### src/rtl/gcd_operand_sequencer_if.sv
// Stream and core-control signals shared between the GCD operand sequencer and its environment.
// master is the sequencer side; slave is the producer/consumer/core side.
interface gcd_operand_sequencer_if #(
    parameter int unsigned WIDTH = 16
);
    logic             in_valid;
    logic             in_ready;
    logic [WIDTH-1:0] in_a;
    logic [WIDTH-1:0] in_b;
    logic             out_valid;
    logic             out_ready;
    logic [WIDTH-1:0] out_gcd;
    logic             out_err;
    logic             core_rst;
    logic             core_start;
    logic [WIDTH-1:0] core_data;
    logic             core_done;
    logic [WIDTH-1:0] core_result;

    modport master (
        input  in_valid, in_a, in_b, out_ready, core_done, core_result,
        output in_ready, out_valid, out_gcd, out_err, core_rst, core_start, core_data
    );

    modport slave (
        output in_valid, in_a, in_b, out_ready, core_done, core_result,
        input  in_ready, out_valid, out_gcd, out_err, core_rst, core_start, core_data
    );
endinterface

### src/rtl/gcd_operand_sequencer.sv
// Buffers (A, B) pairs in a FIFO, feeds each non-trivial pair to the serial GCD core and returns
// the result; zero operands are resolved locally without touching the core.
module gcd_operand_sequencer #(
    parameter int unsigned WIDTH   = 16,
    parameter int unsigned DEPTH   = 4,
    parameter int unsigned TIMEOUT = 1023
) (
    input logic                     clk,
    input logic                     rst,
    gcd_operand_sequencer_if.master bus
);
    localparam int unsigned PtrW = (DEPTH > 1) ? $clog2(DEPTH) : 1;
    localparam int unsigned CntW = $clog2(DEPTH + 1);
    localparam int unsigned TmoW = (TIMEOUT > 1) ? $clog2(TIMEOUT + 1) : 1;

    localparam logic [2:0] StIdle  = 3'd0;
    localparam logic [2:0] StCrst  = 3'd1;
    localparam logic [2:0] StStart = 3'd2;
    localparam logic [2:0] StLoadA = 3'd3;
    localparam logic [2:0] StLoadB = 3'd4;
    localparam logic [2:0] StWait  = 3'd5;
    localparam logic [2:0] StOut   = 3'd6;

    logic [WIDTH-1:0] fifo_a_q [DEPTH];
    logic [WIDTH-1:0] fifo_b_q [DEPTH];
    logic [PtrW-1:0]  wr_ptr_q, rd_ptr_q;
    logic [CntW-1:0]  count_q;
    logic             full, empty, push, pop;

    logic [2:0]       state_q, state_d;
    logic [WIDTH-1:0] a_q, a_d, b_q, b_d;
    logic [WIDTH-1:0] gcd_q, gcd_d;
    logic             err_q, err_d;
    logic [TmoW-1:0]  tmo_q, tmo_d;

    assign full  = (count_q == CntW'(DEPTH));
    assign empty = (count_q == '0);
    // Full refuses a push even when the FSM pops in the same cycle.
    assign push  = bus.in_valid & ~full;
    assign pop   = (state_q == StIdle) & ~empty;

    always_ff @(posedge clk) begin
        if (push) begin
            fifo_a_q[wr_ptr_q] <= bus.in_a;
            fifo_b_q[wr_ptr_q] <= bus.in_b;
        end
    end

    always_ff @(posedge clk or posedge rst) begin
        if (rst) begin
            wr_ptr_q <= '0;
            rd_ptr_q <= '0;
            count_q  <= '0;
        end else begin
            if (push) wr_ptr_q <= wr_ptr_q + 1'b1;
            if (pop)  rd_ptr_q <= rd_ptr_q + 1'b1;
            unique case ({push, pop})
                2'b10:   count_q <= count_q + 1'b1;
                2'b01:   count_q <= count_q - 1'b1;
                default: count_q <= count_q;
            endcase
        end
    end

    always_comb begin
        state_d = state_q;
        a_d     = a_q;
        b_d     = b_q;
        gcd_d   = gcd_q;
        err_d   = err_q;
        tmo_d   = tmo_q;
        case (state_q)
            StIdle: begin
                if (!empty) begin
                    a_d = fifo_a_q[rd_ptr_q];
                    b_d = fifo_b_q[rd_ptr_q];
                    if (a_d == '0 && b_d == '0) begin
                        gcd_d   = '0;
                        err_d   = 1'b1;
                        state_d = StOut;
                    end else if (a_d == '0) begin
                        gcd_d   = b_d;
                        err_d   = 1'b0;
                        state_d = StOut;
                    end else if (b_d == '0) begin
                        gcd_d   = a_d;
                        err_d   = 1'b0;
                        state_d = StOut;
                    end else begin
                        state_d = StCrst;
                    end
                end
            end
            StCrst:  state_d = StStart;
            StStart: state_d = StLoadA;
            StLoadA: state_d = StLoadB;
            StLoadB: begin
                tmo_d   = '0;
                state_d = StWait;
            end
            StWait: begin
                // done takes priority over an expiring timeout in the same cycle
                if (bus.core_done) begin
                    gcd_d   = bus.core_result;
                    err_d   = 1'b0;
                    state_d = StOut;
                end else if (tmo_q == TmoW'(TIMEOUT - 1)) begin
                    gcd_d   = '0;
                    err_d   = 1'b1;
                    state_d = StOut;
                end else begin
                    tmo_d = tmo_q + 1'b1;
                end
            end
            StOut: begin
                if (bus.out_ready) state_d = StIdle;
            end
            default: state_d = StIdle;
        endcase
    end

    always_ff @(posedge clk or posedge rst) begin
        if (rst) begin
            state_q <= StIdle;
            a_q     <= '0;
            b_q     <= '0;
            gcd_q   <= '0;
            err_q   <= 1'b0;
            tmo_q   <= '0;
        end else begin
            state_q <= state_d;
            a_q     <= a_d;
            b_q     <= b_d;
            gcd_q   <= gcd_d;
            err_q   <= err_d;
            tmo_q   <= tmo_d;
        end
    end

    assign bus.in_ready   = ~full;
    assign bus.out_valid  = (state_q == StOut);
    assign bus.out_gcd    = gcd_q;
    assign bus.out_err    = err_q;
    assign bus.core_rst   = rst | (state_q == StCrst);
    assign bus.core_start = (state_q == StStart) | (state_q == StLoadA) |
                            (state_q == StLoadB) | (state_q == StWait);

    always_comb begin
        bus.core_data = '0;
        if (state_q == StLoadA) begin
            bus.core_data = a_q;
        end else if (state_q == StLoadB || state_q == StWait) begin
            bus.core_data = b_q;
        end
    end
endmodule

### src/flat_wrapper.sv
// flat-port wrapper written by rule: the top's interface ports become plain ports
module gcd_operand_sequencer_flat 
#(
    parameter int unsigned WIDTH   = 16,
    parameter int unsigned DEPTH   = 4,
    parameter int unsigned TIMEOUT = 1023
)
  (clk, rst, bus_in_valid, bus_in_a, bus_in_b, bus_out_ready, bus_core_done, bus_core_result, bus_in_ready, bus_out_valid, bus_out_gcd, bus_out_err, bus_core_rst, bus_core_start, bus_core_data);
  gcd_operand_sequencer_if #(.WIDTH(WIDTH)) bus_i ();
  input logic clk;
  input logic rst;
  input wire logic [$bits(bus_i.in_valid)-1:0] bus_in_valid;
  input wire logic [$bits(bus_i.in_a)-1:0] bus_in_a;
  input wire logic [$bits(bus_i.in_b)-1:0] bus_in_b;
  input wire logic [$bits(bus_i.out_ready)-1:0] bus_out_ready;
  input wire logic [$bits(bus_i.core_done)-1:0] bus_core_done;
  input wire logic [$bits(bus_i.core_result)-1:0] bus_core_result;
  output wire logic [$bits(bus_i.in_ready)-1:0] bus_in_ready;
  output wire logic [$bits(bus_i.out_valid)-1:0] bus_out_valid;
  output wire logic [$bits(bus_i.out_gcd)-1:0] bus_out_gcd;
  output wire logic [$bits(bus_i.out_err)-1:0] bus_out_err;
  output wire logic [$bits(bus_i.core_rst)-1:0] bus_core_rst;
  output wire logic [$bits(bus_i.core_start)-1:0] bus_core_start;
  output wire logic [$bits(bus_i.core_data)-1:0] bus_core_data;
  assign bus_i.in_valid = bus_in_valid;
  assign bus_i.in_a = bus_in_a;
  assign bus_i.in_b = bus_in_b;
  assign bus_i.out_ready = bus_out_ready;
  assign bus_i.core_done = bus_core_done;
  assign bus_i.core_result = bus_core_result;
  assign bus_in_ready = bus_i.in_ready;
  assign bus_out_valid = bus_i.out_valid;
  assign bus_out_gcd = bus_i.out_gcd;
  assign bus_out_err = bus_i.out_err;
  assign bus_core_rst = bus_i.core_rst;
  assign bus_core_start = bus_i.core_start;
  assign bus_core_data = bus_i.core_data;
  gcd_operand_sequencer #(.WIDTH(WIDTH), .DEPTH(DEPTH), .TIMEOUT(TIMEOUT)) u_core (.clk(clk), .rst(rst), .bus(bus_i));
endmodule
### config.mk
export PLATFORM = sky130hd
export DESIGN_NAME = gcd_operand_sequencer_flat
export DESIGN_NICKNAME = d
export VERILOG_FILES = /design/src/rtl/gcd_operand_sequencer_if.sv /design/src/rtl/gcd_operand_sequencer.sv /design/src/flat_wrapper.sv
export SDC_FILE = /design/constraint.sdc
export NUM_CORES = 1
export LEC_CHECK = 0
export BUFFER_PORTS_ARGS = -buffer_cell sky130_fd_sc_hd__buf_2
export CAP_MARGIN = 20
export CORE_UTILIZATION = 65
export CTS_BUF_LIST = sky130_fd_sc_hd__clkbuf_8
export DETAILED_ROUTE_END_ITERATION = 8
export PLACE_DENSITY = 0.86
export SLEW_MARGIN = 20
export SYNTH_ARGS = -nofsm -noshare
export SYNTH_HDL_FRONTEND = slang
export SYNTH_SLANG_ARGS = --single-unit
### constraint.sdc
create_clock -name clk -period 7.35 [get_ports clk]
set_input_delay 0.3675 -clock clk [delete_from_list [all_inputs] [get_ports clk]]
set_output_delay 0.3675 -clock clk [all_outputs]
set_load 0.01 [all_outputs]
* Word-level counts from Yosys, hierarchy flattened
Memories as Yosys holds them, arrays and structs flattened.
Index checks and enable logic that the tools add are counted.
** Word-level totals
- Register bits after elaboration :: 69
- Bits in latches :: 0
- Bits in writable memories :: 128
- Memory bits (read-only) :: 0
- Bits of input ports :: 53
- Output and inout port bits :: 37
- Memories kept :: 2
** Cells by class
- Add/subtract/negate cells :: 5
- Multipliers :: 0
- Divide/modulo/power cells :: 0
- Magnitude comparators :: 0
- Eq/ne operators :: 16
- Shift operators :: 0
- Mux-type cells :: 30
- Bitwise gates (word level) :: 8
- Reduce and logical (&&, ||, !) cells :: 13
** Memory list
- u_core.fifo_a_q :: depth 4, bits a word 16, read ports 1, clocked after Yosys merged registers in 0, wr ports 1, line gcd_operand_sequencer.sv:24 : logic [WIDTH-1:0] fifo_a_q [DEPTH];
- u_core.fifo_b_q :: depth 4, bits a word 16, read ports 1, clocked after Yosys merged registers in 0, wr ports 1, line gcd_operand_sequencer.sv:25 : logic [WIDTH-1:0] fifo_b_q [DEPTH];
** Operator list (count)
- 16-bit 2-to-1 mux :: 8
- 16-bit zero test :: 2
- 16-bit one-hot mux with 2 select lines :: 1
- 3-bit 2-to-1 mux :: 7
- 3-bit one-hot mux with 7 select lines :: 1
- 10-bit 2-to-1 mux :: 2
- 10-bit one-hot mux with 2 select lines :: 1
- 3-bit equality test (second input constant) :: 4
- 10-bit by 1-bit adder with 10-bit output (second input constant) :: 1
- 10-bit equality test (second input constant) :: 1
- 1-bit 2-to-1 mux :: 8
- 2-bit != test (second input constant) :: 4
- 3-bit by 2-bit equality test with 1-bit output (second input constant) :: 2
- 3-bit zero test :: 2
- 3-bit one-hot mux with 2 select lines :: 1
- 3-bit AND reduction :: 2
- 2-bit nonzero test :: 3
- 2-bit by 1-bit adder with 2-bit output (second input constant) :: 2
- 4-bit != test (second input constant) :: 1
- 1-bit bitwise OR :: 4
- 4-bit AND reduction :: 1
- 3-bit by 1-bit adder with 3-bit output (second input constant) :: 1
- 3-bit by 1-bit equality test with 1-bit output (second input constant) :: 1
- 3-bit by 2-bit != test with 1-bit output (second input constant) :: 1
- other kinds (9) :: 11

* Logic depth before layout (Yosys ltp)
An unclocked memory read counts as a cell.
- Depth in word-level cells :: 7
- Mapped depth :: 11
- Mapped depth without buffers :: 10

* Least setup slack after synthesis
OpenSTA, ideal clock, no wires.
- Path type :: register to register
- Start point :: register u_core.rd_ptr_q[0]
- End point :: register u_core.err_q (netlist: u_core.bus.out_err)
- Setup time :: 125 ps
- Arrival time :: 2522 ps
- Setup slack :: 4703 ps
- Stages on the path, launching flop included :: 10
- Buffers on the path :: 3
- Clock period less this slack :: 2647 ps
- Cells stage by stage :: dfrtp_1 > buf_6 > buf_2 > mux4_2 > nor4_1 > nand4_1 > a21oi_2 > o21ai_4 > buf_6 > mux2_4
** Between the ends
- Word-level cells in the longest chain between the ends :: 6
** RTL lines
- start, declared :: line gcd_operand_sequencer.sv:26 : logic [PtrW-1:0] wr_ptr_q, rd_ptr_q;
- start signal, assigned :: line gcd_operand_sequencer.sv:56 : if (pop) rd_ptr_q <= rd_ptr_q + 1'b1;
- memory read 4 x 16 bit (on tied branches)
- 16-bit zero test (on tied branches) :: line gcd_operand_sequencer.sv:77, gcd_operand_sequencer.sv:81, gcd_operand_sequencer.sv:85
- 1-bit 2-to-1 mux / 1-bit logical AND (equally long branches) :: line gcd_operand_sequencer.sv:81, gcd_operand_sequencer.sv:77
- 1-bit 2-to-1 mux :: line gcd_operand_sequencer.sv:77 : if (a_d == '0 && b_d == '0) begin
- 1-bit 2-to-1 mux :: line gcd_operand_sequencer.sv:74 : if (!empty) begin
- 1-bit one-hot mux with 2 select lines :: line gcd_operand_sequencer.sv:72 : case (state_q)
- end signal, assigned :: line gcd_operand_sequencer.sv:135 : err_q <= err_d;
- end, declared :: line gcd_operand_sequencer.sv:33 : logic err_q, err_d;
Several ways; a longest one is shown, not always the timed one. The select of a mux whose other input is x is not followed.
A chain may end at the register's enable or synchronous reset.

* Final worst setup path
- Start point :: register u_core.rd_ptr_q[0]
- End point :: register u_core.gcd_q[7] (netlist: u_core.bus.out_gcd[7])
** Between the ends
- Word-level cells in the longest chain between the ends :: 6
** RTL lines
- memory read 4 x 16 bit (on tied branches)
- 16-bit zero test (tied with other cells) :: line gcd_operand_sequencer.sv:77, gcd_operand_sequencer.sv:81
- 16-bit 2-to-1 mux / 1-bit logical AND (equally long branches) :: line gcd_operand_sequencer.sv:81, gcd_operand_sequencer.sv:77
- 16-bit 2-to-1 mux :: line gcd_operand_sequencer.sv:77
- 16-bit 2-to-1 mux :: line gcd_operand_sequencer.sv:74
- 16-bit one-hot mux with 2 select lines :: line gcd_operand_sequencer.sv:72
- end signal, assigned :: line gcd_operand_sequencer.sv:134 : gcd_q <= gcd_d;
- end, declared :: line gcd_operand_sequencer.sv:32 : logic [WIDTH-1:0] gcd_q, gcd_d;
Several ways; a longest one is shown, not always the timed one. The select of a mux whose other input is x is not followed.

==> flow_summary.toml <==
[run_status]
status = "complete, no violations"

[setup_path]
critical_path_buf_inv_count = 0
cp_data_arrival_time_ns = 4.20
critPathLaunchType = "flip-flop"
critPathKind = "flip-flop to flip-flop"
required_ns = 7.71
cpLargestDelayFamily = "flip-flops"
worstPathCellList = "mux4_1 -> nor4_1 -> nand4_1 -> o21ai_2 -> o21ai_0 -> mux2_2"
slowest_delay_ns = 1.09
end_kind = "flip-flop"
worst-path-max-fanout = 34
cp_slowest_cell = "dfrtp_2"

[floorplanning]
coreArea_sq_um = 12160
dieArea_sq_um = 13070
rows = 40
die_h_um = 114.3
ios = 90
die_w_um = 114.3
start_util = 0.6746

[grt]
grt_overflow = 0
grt_max_degree = 71
antenna_found_initial = 1
first_global_vias = 4936
grt_use_total = 0.2799
grt_pass1_wl_um = 26130

[final_layout]
fin_util = 0.7524
antennaDiodeCount = 0
drive_gt1_frac = 0.2527
syn_to_final_growth_pct = 11.53
fin_nets = 693
final_area_sq_um = 9150

[synth]
synthMuxAreaShare = 0.1257
synth_compound_area_frac = 0.05262
synth_top_flop_cell = "edfxtp_1"
ys_async_sr_fraction = 0.3503
netlist_area_sq_um = 8204
synth-edff-count = 128
ys_seq_area_frac = 0.6790
synth_adder_area_share = 0.01312
synthCells = 543
yosys_warnings = 0
synth-xor-area-share = 0.01601
synth_top_family_by_area = "multiplexers"
synth.distinct_cells = 44
yosys_register_bits = 197
synth.avg_cell_area_sq_um = 15.11
synthSimpleGateAreaFrac = 0.08876
synth_nets = 604

[route]
wl_um = 16790
vias = 4923
routed_via_density = 6.055
route.detailed.drc = 0
ant_nets = 0
drt-initial-drc-count = 505
wl_per_cell_um = 20.65
drtPass1Iterations = 5

[place]
place.gp.congestion = 0.8384
pre_cts_ws_ns = 3.586
place_area_sq_um = 8762
dp_hpwl_um = 11210
numPortBuffers = 89

[sta]
layout_setup_ws_ns = 3.512
setup_tns_ns = 0
rsz0062_at_grt = "false"
worst_slew_pin_slew_ns = 1.067
fin_crit_sh = 0.5222
setup_violations = 0
drv_slew = 0
min_period_ns = 3.838
hold_viol = 0
max_freq_mhz = 260.5
skew_ns = 0.01384
relSlewSlack = 0.2884

[clocking]
path_clk_slew_ns = 0.10
clockBufferDepth = 2
postCtsHoldBufs = 0
cts_tree = "done"
cts_max_level = 4
cts_root_buf = "clkbuf_8"
clk_latency_ns = 0.47
numCtsBuffers = 17
post_cts.repair.setup_buffers = 0
ctsResizeCount = 0
clock_sinks = 197

[power]
powerDensity_nw_per_um2 = 401.7
power.leakage_nw = 3.752
ir_drop_uv = 226.2

[job]
maxCapViolations = 0

[worst_hold_path]
hold_class = "input port to flip-flop"
## per-stage QoR
stage	total power [mW]	hold slack, ns	cells
final	3.675	0.09789	813
after global routing	3.869	0.08593	813
after CTS	3.679	0.07665	813
after detailed placement	3.015	0.4649	781
after global placement	2.930	0.4586	781
after floorplan	2.600	0.4462	543
## path summary, 6_finish.rpt
| path | start | endpoint | slack (ns) | cells past startpoint |
|---|---|---|---|---|
| worst max-delay path | u_core.rd_ptr_q[0] | u_core.bus.out_gcd[7] | 3.51 | 6 |
| worst min-delay path | bus_core_done | u_core.tmo_q[1] | 0.1 | 2 |
| worst max register to register | u_core.rd_ptr_q[0] | u_core.bus.out_gcd[7] | 3.51 | 6 |
| worst min register to register | u_core.b_q[9] | u_core.b_q[9] | 0.49 | 2 |
| max in group asynchronous | rst | u_core.rd_ptr_q[0] | 6.58 | 3 |
| min in group asynchronous | rst | u_core.bus.out_gcd[4] | 0.17 | 3 |
## cells in the final DEF, fill, tap and decap left out, types with 8 or more instances in the layout
cell,instances
edfxtp_1,128
nand2_1,121
buf_2,89
dfrtp_1,68
mux4_1,19
a21oi_1,17
clkbuf_8,17
a22o_1,16
mux4_2,13
inv_1,12
nor2_1,11
o21ai_0,11
o21ai_1,10
mux2_4,10
xor2_1,10
nor4_1,8
and3_1,8
## registers in the layout (all words and copies together), names as in the netlist
signal and cells:
u_core.count_q 3, u_core.wr_ptr_q 2, u_core.fifo_b_q 64, u_core.a_q 16, u_core.fifo_a_q 64, u_core.bus.out_gcd 16, u_core.rd_ptr_q 2, u_core.state_q 3
u_core.bus.out_err 1, u_core.b_q 16, u_core.tmo_q 10
## cells in the mapped netlist (2+ instances only)
cell	number	area (sq um)
o21ai_1	10	50.05
buf_2	2	10.01
mux2_4	10	150.1
inv_1	13	48.80
o41ai_1	2	17.52
mux4_1	19	499.2
mux4_2	13	292.8
a22o_1	16	140.1
edfxtp_1	128	3844
o21ai_0	11	55.05
and3_1	8	50.05
nor2b_1	2	12.51
and2_1	2	12.51
a21oi_1	17	85.08
nand3_1	4	20.02
buf_12	2	40.04
nor4_1	8	50.05
mux2_2	7	78.83
o31ai_1	2	15.01
nor3_1	2	10.01
dfrtp_1	69	1727
ha_1	7	87.58
nor2_1	11	41.29
buf_6	2	22.52
nand2_1	121	454.2
nand4_1	7	43.79
clkbuf_1	17	63.81
xnor2_1	5	43.79
buf_1	2	7.510
xor2_1	10	87.58
## cells by family (layout without fill, tap and decap cells)
group,count (synthesis),in the layout
xor+xnor,15,15
mux,50,50
compound gates,65,65
fa+ha+maj,8,8
simple gates,168,168
buf+inv,40,142
flops,197,197
## routing by layer
layer | vias to the layer above | GRT usage | wire, um
li1 | 2202 | - | -
met1 | 2476 | 0.3521 | 6786
met2 | 197 | 0.4630 | 8412
met3 | 46 | 0.07094 | 1117
met4 | 2 | 0.1264 | 463
met5 | - | 0.01176 | 9
## area by class of cell
cell class / count / area (sq um)
clock buffers: 17 / 234.0
clock inverters: 15 / 153.9
multi-input cells: 306 / 2430
well taps: 168 / 210.2
repair buffers: 96 / 498.0
flip-flops and latches: 197 / 5572
inverters: 14 / 52.55
fillers: 743 / 3012
## report_power, final
| group | internal (mW) | total, mW | switching, mW | leakage (nW) |
|---|---|---|---|---|
| clock | 0.303 | 0.671 | 0.368 | 0.188 |
| combinational | 0.540 | 1.30 | 0.764 | 1.53 |
| sequential | 1.50 | 1.70 | 0.198 | 2.04 |
| total | 2.35 | 3.68 | 1.33 | 3.75 |
## worst reg2reg max path, stage by stage (launching register included)
cell and delay [ns]:
dfrtp_2 1.09, mux4_1 0.81, nor4_1 0.47, nand4_1 0.28
o21ai_2 0.58, o21ai_0 0.21, mux2_2 0.29
Power figures use the tool's default switching activity.
